[config.mk]
export PLATFORM = sky130hd
export DESIGN_NAME = mem_bus_arbiter_flat
export DESIGN_NICKNAME = d
export VERILOG_FILES = /design/src/rtl/mem_arb_pkg.sv /design/src/rtl/mem_bus_arbiter_if.sv /design/src/rtl/mem_arb_prio.sv /design/src/rtl/mem_bus_arbiter.sv /design/src/flat_wrapper.sv
export SDC_FILE = /design/constraint.sdc
export NUM_CORES = 1
export LEC_CHECK = 0
export ABC_AREA = 1
export BUFFER_PORTS_ARGS = -buffer_cell sky130_fd_sc_hd__buf_2
export CAP_MARGIN = 20
export CORE_MARGIN = 3
export CORE_UTILIZATION = 39
export CTS_CLUSTER_SIZE = 30
export DETAILED_ROUTE_END_ITERATION = 10
export PLACE_DENSITY = 0.75
export SYNTH_ARGS = -nofsm -noshare
export SYNTH_HDL_FRONTEND = slang
export SYNTH_HIERARCHICAL = 1
export SYNTH_SLANG_ARGS = --single-unit
export TNS_END_PERCENT = 30
[constraint.sdc]
create_clock -name clk -period 5.4 [get_ports clk]
set_clock_uncertainty 0.15 [all_clocks]
set_input_delay 0.81 -clock clk [delete_from_list [all_inputs] [get_ports clk]]
set_output_delay 0.81 -clock clk [all_outputs]
set_load 0.01 [all_outputs]
[src/rtl/mem_arb_pkg.sv]
// Shared definitions for the unified-memory bus arbiter:
// arbiter FSM states and the bus transfer-size encoding.
package mem_arb_pkg;

    typedef enum logic [1:0] {
        IDLE = 2'd0,
        IBUS = 2'd1,
        DBUS = 2'd2
    } arb_state_e;

    localparam logic [1:0] SIZE_WORD = 2'b00;
    localparam logic [1:0] SIZE_HALF = 2'b01;
    localparam logic [1:0] SIZE_BYTE = 2'b10;

endpackage

[src/rtl/mem_bus_arbiter_if.sv]
// Requester and memory-bus signal bundle for mem_bus_arbiter.
// The master modport is the arbiter's view; slave is the environment's view.
interface mem_bus_arbiter_if #(
    parameter int ADDR_W = 32,
    parameter int DATA_W = 32
);
    logic              i_req;
    logic [ADDR_W-1:0] i_addr;
    logic [DATA_W-1:0] i_rdata;
    logic              i_ack;

    logic              d_req;
    logic              d_we;
    logic [1:0]        d_size;
    logic [ADDR_W-1:0] d_addr;
    logic [DATA_W-1:0] d_wdata;
    logic [DATA_W-1:0] d_rdata;
    logic              d_ack;

    logic              bus_mreq;
    logic              bus_write;
    logic [1:0]        bus_size;
    logic [ADDR_W-1:0] bus_addr;
    logic [DATA_W-1:0] bus_wdata;
    logic [DATA_W-1:0] bus_rdata;
    logic              bus_ack_n;

    logic              err;

    modport master (
        input  i_req, i_addr,
        output i_rdata, i_ack,
        input  d_req, d_we, d_size, d_addr, d_wdata,
        output d_rdata, d_ack,
        output bus_mreq, bus_write, bus_size, bus_addr, bus_wdata,
        input  bus_rdata, bus_ack_n,
        output err
    );

    modport slave (
        output i_req, i_addr,
        input  i_rdata, i_ack,
        output d_req, d_we, d_size, d_addr, d_wdata,
        input  d_rdata, d_ack,
        input  bus_mreq, bus_write, bus_size, bus_addr, bus_wdata,
        output bus_rdata, bus_ack_n,
        input  err
    );

endinterface

[src/rtl/mem_arb_prio.sv]
// IDLE-cycle priority decision between fetch and data, with the starvation
// counter that forces a fetch grant after STARVE_MAX data wins in contention.
module mem_arb_prio #(
    parameter int STARVE_MAX = 4
) (
    input  logic clk,
    input  logic rst,
    input  logic idle_i,
    input  logic hold_i,
    input  logic ireq_i,
    input  logic dreq_i,
    output logic grant_i,
    output logic grant_d
);

    localparam int              CNT_W   = $clog2(STARVE_MAX + 1);
    localparam logic [CNT_W-1:0] CNT_MAX = CNT_W'(STARVE_MAX);

    logic [CNT_W-1:0] starve_q, starve_d;
    logic             fetch_due;

    // hold_i marks the turnaround cycle carrying an ack: no grant is made, so the
    // side whose request is masked by its own ack is not out-voted by the other.
    assign fetch_due = ireq_i && (starve_q == CNT_MAX);
    assign grant_d   = idle_i && !hold_i && dreq_i && !fetch_due;
    assign grant_i   = idle_i && !hold_i && ireq_i && (!dreq_i || fetch_due);

    always_comb begin
        starve_d = starve_q;
        if (idle_i) begin
            if (!ireq_i || grant_i) begin
                starve_d = '0;
            end else if (grant_d) begin
                starve_d = starve_q + 1'b1;
            end
        end
    end

    always_ff @(posedge clk or posedge rst) begin
        if (rst) begin
            starve_q <= '0;
        end else begin
            starve_q <= starve_d;
        end
    end

endmodule

[src/rtl/mem_bus_arbiter.sv]
// Shares one memory bus between instruction fetch and data access (data first,
// fetch protected by a starvation limit). Define MEMARB_TIMEOUT_EN for a bus timeout with err.
module mem_bus_arbiter
    import mem_arb_pkg::*;
#(
    parameter int ADDR_W     = 32,
    parameter int DATA_W     = 32,
    parameter int STARVE_MAX = 4,
    parameter int TIMEOUT    = 16
) (
    input  logic              clk,
    input  logic              rst,
    mem_bus_arbiter_if.master arb_if
);

    if (STARVE_MAX < 1 || TIMEOUT < 1) begin : g_param_check
        $error("mem_bus_arbiter: STARVE_MAX and TIMEOUT must be at least 1");
    end

    arb_state_e        state_q, state_d;
    logic              mreq_q, mreq_d;
    logic              write_q, write_d;
    logic [1:0]        size_q, size_d;
    logic [ADDR_W-1:0] addr_q, addr_d;
    logic [DATA_W-1:0] wdata_q, wdata_d;
    logic [DATA_W-1:0] irdata_q, irdata_d;
    logic [DATA_W-1:0] drdata_q, drdata_d;
    logic              iack_q, iack_d;
    logic              dack_q, dack_d;

`ifdef MEMARB_TIMEOUT_EN
    localparam int              TO_W    = $clog2(TIMEOUT + 1);
    localparam logic [TO_W-1:0] TO_LAST = TO_W'(TIMEOUT - 1);

    logic [TO_W-1:0] to_cnt_q, to_cnt_d;
    logic            err_q, err_d;
`endif

    logic ireq_eff, dreq_eff, grant_i, grant_d, in_idle, in_turnaround;

    // A requester is masked in the cycle its own ack is visible.
    assign ireq_eff      = arb_if.i_req && !iack_q;
    assign dreq_eff      = arb_if.d_req && !dack_q;
    assign in_idle       = (state_q == IDLE);
    assign in_turnaround = iack_q || dack_q;

    mem_arb_prio #(
        .STARVE_MAX (STARVE_MAX)
    ) u_prio (
        .clk     (clk),
        .rst     (rst),
        .idle_i  (in_idle),
        .hold_i  (in_turnaround),
        .ireq_i  (ireq_eff),
        .dreq_i  (dreq_eff),
        .grant_i (grant_i),
        .grant_d (grant_d)
    );

    always_comb begin
        state_d  = state_q;
        mreq_d   = mreq_q;
        write_d  = write_q;
        size_d   = size_q;
        addr_d   = addr_q;
        wdata_d  = wdata_q;
        irdata_d = irdata_q;
        drdata_d = drdata_q;
        iack_d   = 1'b0;
        dack_d   = 1'b0;
`ifdef MEMARB_TIMEOUT_EN
        err_d    = 1'b0;
        to_cnt_d = to_cnt_q;
`endif
        case (state_q)
            IDLE: begin
`ifdef MEMARB_TIMEOUT_EN
                to_cnt_d = '0;
`endif
                if (grant_d) begin
                    state_d = DBUS;
                    mreq_d  = 1'b1;
                    write_d = arb_if.d_we;
                    size_d  = arb_if.d_size;
                    addr_d  = arb_if.d_addr;
                    wdata_d = arb_if.d_wdata;
                end else if (grant_i) begin
                    state_d = IBUS;
                    mreq_d  = 1'b1;
                    write_d = 1'b0;
                    size_d  = SIZE_WORD;
                    addr_d  = arb_if.i_addr;
                end
            end
            IBUS, DBUS: begin
                if (!arb_if.bus_ack_n) begin
                    state_d = IDLE;
                    mreq_d  = 1'b0;
                    if (state_q == IBUS) begin
                        iack_d   = 1'b1;
                        irdata_d = arb_if.bus_rdata;
                    end else begin
                        dack_d = 1'b1;
                        if (!write_q) begin
                            drdata_d = arb_if.bus_rdata;
                        end
                    end
                end
`ifdef MEMARB_TIMEOUT_EN
                else if (to_cnt_q == TO_LAST) begin
                    state_d = IDLE;
                    mreq_d  = 1'b0;
                    err_d   = 1'b1;
                    if (state_q == IBUS) begin
                        iack_d   = 1'b1;
                        irdata_d = '0;
                    end else begin
                        dack_d   = 1'b1;
                        drdata_d = '0;
                    end
                end else begin
                    to_cnt_d = to_cnt_q + 1'b1;
                end
`endif
            end
            default: begin
                state_d = IDLE;
                mreq_d  = 1'b0;
            end
        endcase
    end

    always_ff @(posedge clk or posedge rst) begin
        if (rst) begin
            state_q  <= IDLE;
            mreq_q   <= 1'b0;
            write_q  <= 1'b0;
            size_q   <= '0;
            addr_q   <= '0;
            wdata_q  <= '0;
            irdata_q <= '0;
            drdata_q <= '0;
            iack_q   <= 1'b0;
            dack_q   <= 1'b0;
        end else begin
            state_q  <= state_d;
            mreq_q   <= mreq_d;
            write_q  <= write_d;
            size_q   <= size_d;
            addr_q   <= addr_d;
            wdata_q  <= wdata_d;
            irdata_q <= irdata_d;
            drdata_q <= drdata_d;
            iack_q   <= iack_d;
            dack_q   <= dack_d;
        end
    end

`ifdef MEMARB_TIMEOUT_EN
    always_ff @(posedge clk or posedge rst) begin
        if (rst) begin
            to_cnt_q <= '0;
            err_q    <= 1'b0;
        end else begin
            to_cnt_q <= to_cnt_d;
            err_q    <= err_d;
        end
    end

    assign arb_if.err = err_q;
`else
    assign arb_if.err = 1'b0;
`endif

    assign arb_if.bus_mreq  = mreq_q;
    assign arb_if.bus_write = write_q;
    assign arb_if.bus_size  = size_q;
    assign arb_if.bus_addr  = addr_q;
    assign arb_if.bus_wdata = wdata_q;
    assign arb_if.i_rdata   = irdata_q;
    assign arb_if.i_ack     = iack_q;
    assign arb_if.d_rdata   = drdata_q;
    assign arb_if.d_ack     = dack_q;

endmodule
[src/flat_wrapper.sv]
// flat-port wrapper written by rule: the top's interface ports become plain ports
module mem_bus_arbiter_flat import mem_arb_pkg::*;
#(
    parameter int ADDR_W     = 32,
    parameter int DATA_W     = 32,
    parameter int STARVE_MAX = 4,
    parameter int TIMEOUT    = 16
)
  (clk, rst, arb_if_i_req, arb_if_i_addr, arb_if_i_rdata, arb_if_i_ack, arb_if_d_req, arb_if_d_we, arb_if_d_size, arb_if_d_addr, arb_if_d_wdata, arb_if_d_rdata, arb_if_d_ack, arb_if_bus_mreq, arb_if_bus_write, arb_if_bus_size, arb_if_bus_addr, arb_if_bus_wdata, arb_if_bus_rdata, arb_if_bus_ack_n, arb_if_err);
  mem_bus_arbiter_if #(.ADDR_W(ADDR_W), .DATA_W(DATA_W)) arb_if_i ();
  input  logic clk;
  input  logic rst;
  input wire logic [$bits(arb_if_i.i_req)-1:0] arb_if_i_req;
  input wire logic [$bits(arb_if_i.i_addr)-1:0] arb_if_i_addr;
  output wire logic [$bits(arb_if_i.i_rdata)-1:0] arb_if_i_rdata;
  output wire logic [$bits(arb_if_i.i_ack)-1:0] arb_if_i_ack;
  input wire logic [$bits(arb_if_i.d_req)-1:0] arb_if_d_req;
  input wire logic [$bits(arb_if_i.d_we)-1:0] arb_if_d_we;
  input wire logic [$bits(arb_if_i.d_size)-1:0] arb_if_d_size;
  input wire logic [$bits(arb_if_i.d_addr)-1:0] arb_if_d_addr;
  input wire logic [$bits(arb_if_i.d_wdata)-1:0] arb_if_d_wdata;
  output wire logic [$bits(arb_if_i.d_rdata)-1:0] arb_if_d_rdata;
  output wire logic [$bits(arb_if_i.d_ack)-1:0] arb_if_d_ack;
  output wire logic [$bits(arb_if_i.bus_mreq)-1:0] arb_if_bus_mreq;
  output wire logic [$bits(arb_if_i.bus_write)-1:0] arb_if_bus_write;
  output wire logic [$bits(arb_if_i.bus_size)-1:0] arb_if_bus_size;
  output wire logic [$bits(arb_if_i.bus_addr)-1:0] arb_if_bus_addr;
  output wire logic [$bits(arb_if_i.bus_wdata)-1:0] arb_if_bus_wdata;
  input wire logic [$bits(arb_if_i.bus_rdata)-1:0] arb_if_bus_rdata;
  input wire logic [$bits(arb_if_i.bus_ack_n)-1:0] arb_if_bus_ack_n;
  output wire logic [$bits(arb_if_i.err)-1:0] arb_if_err;
  assign arb_if_i.i_req = arb_if_i_req;
  assign arb_if_i.i_addr = arb_if_i_addr;
  assign arb_if_i_rdata = arb_if_i.i_rdata;
  assign arb_if_i_ack = arb_if_i.i_ack;
  assign arb_if_i.d_req = arb_if_d_req;
  assign arb_if_i.d_we = arb_if_d_we;
  assign arb_if_i.d_size = arb_if_d_size;
  assign arb_if_i.d_addr = arb_if_d_addr;
  assign arb_if_i.d_wdata = arb_if_d_wdata;
  assign arb_if_d_rdata = arb_if_i.d_rdata;
  assign arb_if_d_ack = arb_if_i.d_ack;
  assign arb_if_bus_mreq = arb_if_i.bus_mreq;
  assign arb_if_bus_write = arb_if_i.bus_write;
  assign arb_if_bus_size = arb_if_i.bus_size;
  assign arb_if_bus_addr = arb_if_i.bus_addr;
  assign arb_if_bus_wdata = arb_if_i.bus_wdata;
  assign arb_if_i.bus_rdata = arb_if_bus_rdata;
  assign arb_if_i.bus_ack_n = arb_if_bus_ack_n;
  assign arb_if_err = arb_if_i.err;
  mem_bus_arbiter #(.ADDR_W(ADDR_W), .DATA_W(DATA_W), .STARVE_MAX(STARVE_MAX), .TIMEOUT(TIMEOUT)) u_core (.clk(clk), .rst(rst), .arb_if(arb_if_i));
endmodule
* Yosys cells after proc, flatten, opt, wreduce, memory -nomap -nowiden *
Cells that the tools add are included.
W data, S select, Z words.

storage, ports and cells
  input bits = 136
  flip-flop bits (word level) = 139
  word-level logic and storage cells = 69
  output and inout bits = 135

cells by class
  eq/ne operators = 5
  add/sub/neg operators = 1
  mux-type cells = 22
  bitwise gates (word level) = 3
  reduce and logical (&&, ||, !) cells = 27

operators with widths
  kind                   count
  $mux W32               2
  $mux W1                11
  $mux W2                5
  $logic_and A1 B1 Y1    8
  $reduce_and A2 Y1      4
  $logic_not A1 Y1       6
  $mux W3                2
  $pmux W2 S2            1
  $reduce_and A4 Y1      1
  $reduce_bool A2 Y1     2
  $add A3 B1 Y3 const B  1
  $eq A3 B3 Y1 const B   1
  $logic_or A1 B1 Y1     3
  $ne A3 B1 Y1 const B   1
  $not A1 Y1             3
  $reduce_and A3 Y1      1
  $eq A2 B1 Y1 const B   1
  $eq A2 B2 Y1 const B   1
  $logic_not A2 Y1       1
  $ne A2 B2 Y1 const B   1
  $pmux W1 S2            1
  $reduce_or A2 Y1       1

* Depth between registers and ports, before layout *
  depth after elaboration = 8
  depth in mapped cells = 12
  gate-level depth less buffers = 11

* By module *
The synthesis kept the hierarchy.

modules (own cells, without submodules)
  module           cells an instance  area each (um2)  instances  sequential area each (um2)
  mem_bus_arbiter  698                5,720.5          1          3,403.3
  mem_arb_prio     33                 230.2            1          75.1

* Worst setup path before layout *
OpenSTA, ideal clock, no wires.

  kind = input port to flip-flop
  start = in arb_if_i_req
  end = reg u_core.addr_q[0] (netlist: u_core/arb_if.bus_addr[0])
  stages = 11
  setup time = 0.116 ns
  arrival = 2.018 ns
  path buffers = 2
  data required time = 5.134 ns
  slack = 3.116 ns
  cells stage by stage = inv_1 > nor2_1 > nand3_1 > nand2_2 > nor2_4 > buf_6 > o21ai_4 > inv_4 > buf_6 > nand2_1 > nand2_1

on the way
  longest elaborated chain between the ends = 6
  elaborated cells between the ends (all ways) = 10
  classes of those cells = mux (1); reduce/logical (9)

ends and longest elaborated chain
  item                                 line                    RTL
  from (decl)                          flat_wrapper.sv:13      input wire logic [$bits(arb_if_i.i_req)-1:0] arb_if_i_req;
  $logic_and A1 B1 Y1 *                mem_bus_arbiter.sv:42   assign ireq_eff = arb_if.i_req && !iack_q;
  via u_core.ireq_eff                  mem_bus_arbiter.sv:39   logic ireq_eff, dreq_eff, grant_i, grant_d, in_idle, in_turnaround;
  $logic_and A1 B1 Y1 *                mem_arb_prio.sv:24      assign fetch_due = ireq_i && (starve_q == CNT_MAX);
  $logic_not A1 Y1 *                   mem_arb_prio.sv:25      assign grant_d = idle_i && !hold_i && dreq_i && !fetch_due;
  $logic_and A1 B1 Y1 *                mem_arb_prio.sv:25
  via u_core.grant_d                   mem_bus_arbiter.sv:39
  $reduce_bool A2 Y1 (no source line)  n/a
  $reduce_and A2 Y1 (no source line)   n/a
  to (signal assigned)                 mem_bus_arbiter.sv:150  addr_q <= addr_d;
  to (decl)                            mem_bus_arbiter.sv:24   logic [ADDR_W-1:0] addr_q, addr_d;

Mark *: on every way through the listed nets, which the timed path passes. The rest lies on a longest branch.
A chain may end at the register's enable or synchronous reset.

* Worst setup path after layout *
  start = reg u_core.state_q[1]
  end = reg u_core.addr_q[1] (netlist: u_core/arb_if.bus_addr[1])

on the way
  longest elaborated chain between the ends = 6
  elaborated cells between the ends (all ways) = 9
  classes of those cells = mux (1); reduce/logical (8)

ends and longest elaborated chain
  item                                 line                    RTL
  from (decl)                          mem_bus_arbiter.sv:20   arb_state_e state_q, state_d;
  from (signal assigned)               mem_bus_arbiter.sv:146  state_q <= state_d;
  $logic_not A2 Y1 *                   mem_bus_arbiter.sv:44   assign in_idle = (state_q == IDLE);
  via u_core.in_idle                   mem_bus_arbiter.sv:39
  $logic_and A1 B1 Y1 * (3 in a row)   mem_arb_prio.sv:25
  via u_core.grant_d                   mem_bus_arbiter.sv:39
  $reduce_bool A2 Y1 (no source line)  n/a
  $reduce_and A2 Y1 (no source line)   n/a

Marked as above.

==> report_table.html <==
<table>
<tr><th>Metric</th><th>Value</th></tr>
<tr><th colspan="2">Outcome</th></tr>
<tr><td>Outcome</td><td>finished clean</td></tr>
<tr><th colspan="2">Die</th></tr>
<tr><td>Core area</td><td>14800 sq um</td></tr>
<tr><td>Number of rows created at floorplan</td><td>44</td></tr>
<tr><td>Horizontal die dimension</td><td>130 um</td></tr>
<tr><td>Die extent in y</td><td>130 um</td></tr>
<tr><td>Initial cell density of the core</td><td>0.403</td></tr>
<tr><td>I/O pins</td><td>271</td></tr>
<tr><td>Die Footprint</td><td>16800 sq um</td></tr>
<tr><th colspan="2">Clocking</th></tr>
<tr><td>CTS buffer count</td><td>17</td></tr>
<tr><td>CTS resizes</td><td>0</td></tr>
<tr><td>Clock buffer depth</td><td>2</td></tr>
<tr><td>Hold_buf cts</td><td>0</td></tr>
<tr><td>CTS tree</td><td>built</td></tr>
<tr><td>Clock Latency Late Sink</td><td>around 0.4 ns</td></tr>
<tr><td>Total number of H-tree levels</td><td>4</td></tr>
<tr><td>Clock-pin slew of the registers on the worst-case setup and hold paths</td><td>roughly 0.060 ns</td></tr>
<tr><td>Buffer count from post-CTS setup fixing</td><td>0</td></tr>
<tr><td>Number of sinks handled by clock tree synthesis</td><td>139</td></tr>
<tr><td>Root Driver</td><td>sky130_fd_sc_hd__clkbuf_16</td></tr>
<tr><th colspan="2">Setup path</th></tr>
<tr><td>Critical setup path kind</td><td>flop to flop</td></tr>
<tr><td>Max FO, Critical Path</td><td>38</td></tr>
<tr><td>Signal arrival time at the worst endpoint</td><td>3.06 ns</td></tr>
<tr><td>Nature of the critical path startpoint</td><td>flop</td></tr>
<tr><td>Setup crit end kind</td><td>flop</td></tr>
<tr><td>Number of cell instances on the worst register-to-register path</td><td>10</td></tr>
<tr><td>Worst Path Required</td><td>between 5 and 6 ns</td></tr>
<tr><th colspan="2">Global route</th></tr>
<tr><td>All-Layer GR Usage</td><td>0.199</td></tr>
<tr><td>Via count of the first global-routing pass</td><td>5291</td></tr>
<tr><td>Antenna violations before repair</td><td>1</td></tr>
<tr><td>Congestion Overflow GR</td><td>0</td></tr>
<tr><td>Global-route wire length before repair</td><td>26200 um</td></tr>
<tr><td>Pin count of the biggest net entering global routing</td><td>100</td></tr>
<tr><th colspan="2">Timing</th></tr>
<tr><td>Total of endpoints with negative setup slack in the final report</td><td>0</td></tr>
<tr><td>Final worst-path setup slack</td><td>2.49 ns</td></tr>
<tr><td>Relative slew slack</td><td>0.288</td></tr>
<tr><td>Setup repair after global routing missed its margin</td><td>false</td></tr>
<tr><td>Final-report hold violation count</td><td>0</td></tr>
<tr><td>Number of pins exceeding their max-slew limit in the final report</td><td>0</td></tr>
<tr><td>Crit share post-route</td><td>0.539</td></tr>
<tr><td>Slew at the pin with the worst max-slew slack</td><td>1.07 ns</td></tr>
<tr><td>Highest clock frequency the design can meet</td><td>0.344 GHz</td></tr>
<tr><td>Final critical-path required period</td><td>2.91 ns</td></tr>
<tr><td>Final sum of negative setup slack</td><td>0 ns</td></tr>
<tr><th colspan="2">Logic synthesis</th></tr>
<tr><td>Count of mapped cells out of synthesis</td><td>approximately 730</td></tr>
<tr><td>Unique masters post-synth</td><td>24</td></tr>
<tr><td>Warnings from Yosys</td><td>6</td></tr>
<tr><td>Syn Nets</td><td>about 870</td></tr>
<tr><td>Dominant cells by area after synthesis</td><td>sky130_fd_sc_hd__dfrtp_1 (58%), sky130_fd_sc_hd__nand2_1 (30%), sky130_fd_sc_hd__nand3_1 (3.0%)</td></tr>
<tr><td>Sequential area share after synthesis</td><td>0.585</td></tr>
<tr><td>Area share of the leading cell type in the synthesized netlist</td><td>0.585</td></tr>
<tr><td>Area leader, netlist</td><td>sky130_fd_sc_hd__dfrtp_1</td></tr>
<tr><td>Cell area after synthesis</td><td>5950 sq um</td></tr>
<tr><td>Post-synthesis register bit count</td><td>about 140</td></tr>
<tr><td>Average cell area after synthesis</td><td>8.14 sq um</td></tr>
<tr><th colspan="2">Finish</th></tr>
<tr><td>Filler Cell Count</td><td>1410</td></tr>
<tr><td>Area of the multi-input gates</td><td>2140 sq um</td></tr>
<tr><td>Most common library cell in the layout ignoring fill and taps</td><td>sky130_fd_sc_hd__nand2_1</td></tr>
<tr><td>Storage cell area</td><td>3480 sq um</td></tr>
<tr><td>Count of nets after finishing</td><td>~1100</td></tr>
<tr><td>Synth-to-layout area growth</td><td>33.7%</td></tr>
<tr><td>Fraction of final layout cells sized beyond drive strength 1</td><td>0.319</td></tr>
<tr><td>Most used cells in the layout excluding fill and tap cells</td><td>sky130_fd_sc_hd__nand2_1 (479), sky130_fd_sc_hd__buf_2 (269), sky130_fd_sc_hd__dfrtp_1 (139), sky130_fd_sc_hd__nand3_1 (36), sky130_fd_sc_hd__clkbuf_16 (17)</td></tr>
<tr><th colspan="2">Detailed routing</th></tr>
<tr><td>Routed WL</td><td>16900 um</td></tr>
<tr><td>Detail Route Antenna Nets</td><td>0</td></tr>
<tr><td>Met2 WL post-DR</td><td>8280 um</td></tr>
<tr><td>Post-route DRC violation count</td><td>0</td></tr>
<tr><td>Routed wire per std cell</td><td>14.2 um</td></tr>
<tr><td>Wire length on met3</td><td>1050 um</td></tr>
<tr><td>DR vias/cell</td><td>4.61</td></tr>
<tr><td>Violation count after the first detailed-route iteration</td><td>290</td></tr>
<tr><td>Via count</td><td>5476</td></tr>
<tr><td>Wire length the detailed router placed on met1</td><td>7160 um</td></tr>
<tr><td>Highest metal layer with signal wires</td><td>met4</td></tr>
<tr><td>Pre-antenna DRT Iters</td><td>4</td></tr>
<tr><th colspan="2">Place</th></tr>
<tr><td>Number of port buffers</td><td>~270</td></tr>
<tr><td>Half-perimeter wire length after detailed placement</td><td>11900 um</td></tr>
<tr><td>Worst slack at placement</td><td>1.53 ns</td></tr>
<tr><td>Final RePlAce weighted congestion</td><td>0.854</td></tr>
<tr><th colspan="2">Power and ir drop</th></tr>
<tr><td>Pwr Density</td><td>roughly 630 nW/um^2</td></tr>
<tr><td>Total leakage power</td><td>a little under 5 nW</td></tr>
<tr><td>Highest ir drop seen on vdd</td><td>0.338 mV</td></tr>
<tr><th colspan="2">Worst hold path</th></tr>
<tr><td>Worst hold-check path type</td><td>primary input to async pin</td></tr>
<tr><th colspan="2">Flow run</th></tr>
<tr><td>MaxCap Viol Count</td><td>0</td></tr>
</table>
## metrics by stage
step	cells	total power (W)	hold slack, ns	cell area [sq um]	util
6_report	1189	0.00498	0.161	7960	0.539
5_1_grt	1189	0.00537	0.149	7960	0.539
4_1_cts	1187	0.00504	0.140	7930	0.538
3_5_place_dp	1155	0.00384	0.303	7340	0.497
3_3_place_gp	1155	0.00379	0.299	7340	0.497
2_1_floorplan	731	0.00306	0.292	5950	-
## per-layer routing
metal / vias up / track usage
li1: 2737 / -
met2: 192 / 0.326
met4: 0 / 0.0758
met3: 24 / 0.0536
met5: - / 0
met1: 2523 / 0.254
## power by group
group | switching, W | total, W | internal [W]
registers | 0.000259 | 0.00179 | 0.00153
clock network | 0.000436 | 0.00117 | 0.000731
logic | 0.00130 | 0.00203 | 0.000733
## synth_stat cells, drive strengths merged
master	instances
dfrtp	139
o21ai	1
clkinv	2
or2	2
buf	31
nand3	36
nor3	1
a21oi	1
nand4	2
conb	1
nand2	482
nor2	7
inv	17
clkbuf	5
ha	4
## critical path, cell delays in order, from the launching register on
cell,delay (ns)
sky130_fd_sc_hd__dfrtp_1,0.37
sky130_fd_sc_hd__inv_1,0.08
sky130_fd_sc_hd__ha_1,0.44
sky130_fd_sc_hd__nand2_1,0.19
sky130_fd_sc_hd__nor2_4,0.13
sky130_fd_sc_hd__buf_4,0.37
sky130_fd_sc_hd__inv_1,0.59
sky130_fd_sc_hd__nand2_1,0.25
sky130_fd_sc_hd__nand2_1,0.07
sky130_fd_sc_hd__nand2_1,0.07
sky130_fd_sc_hd__nand2_1,0.06
## registers in the layout, indices dropped and copies added, names as in the netlist
| register | cells |
|---|---|
| u_core/arb_if.i_rdata | 32 |
| u_core/arb_if.bus_write | 1 |
| u_core/arb_if.bus_wdata | 32 |
| u_core/arb_if.d_ack | 1 |
| u_core/arb_if.d_rdata | 32 |
| u_core/u_prio/starve_q | 3 |
| u_core/state_q | 2 |
| u_core/arb_if.bus_mreq | 1 |
| u_core/arb_if.bus_size | 2 |
| u_core/arb_if.i_ack | 1 |
| u_core/arb_if.bus_addr | 32 |
## cell type report
type,instances,share of cell area
timing repair buffer,277,0.178
antenna,1,0.000315
clock buffer,23,0.0613
inverter,19,0.0105
tap,184,0.0289
clock inverter,9,0.0138
multi-input combinational,537,0.270
sequential,139,0.437
## final timing paths
check | end | startpoint | slack [ns]
max | u_core/arb_if.bus_addr[1] | u_core/state_q[1] | 2.49
min | u_core/u_prio/starve_q[1] | rst | 0.16
max reg2reg | u_core/arb_if.bus_addr[1] | u_core/state_q[1] | 2.49
min reg2reg | u_core/arb_if.d_rdata[4] | u_core/arb_if.d_rdata[4] | 0.31
max in group asynchronous | u_core/arb_if.d_rdata[28] | rst | 3.63
min in group clk | u_core/arb_if.d_rdata[4] | u_core/arb_if.d_rdata[4] | 0.31
## logic make-up after synthesis
logic type               count (synthesis)  share of synthesized area
AND/OR/NAND/NOR                        530                      0.347
other                                    1                   0.000630
AO/OA/AOI/OAI                            2                    0.00421
adder cells (fa/ha/maj)                  4                    0.00841
buffers and inverters                   55                     0.0551
flip-flops                             139                      0.585
(Power assumes the default switching activity.)
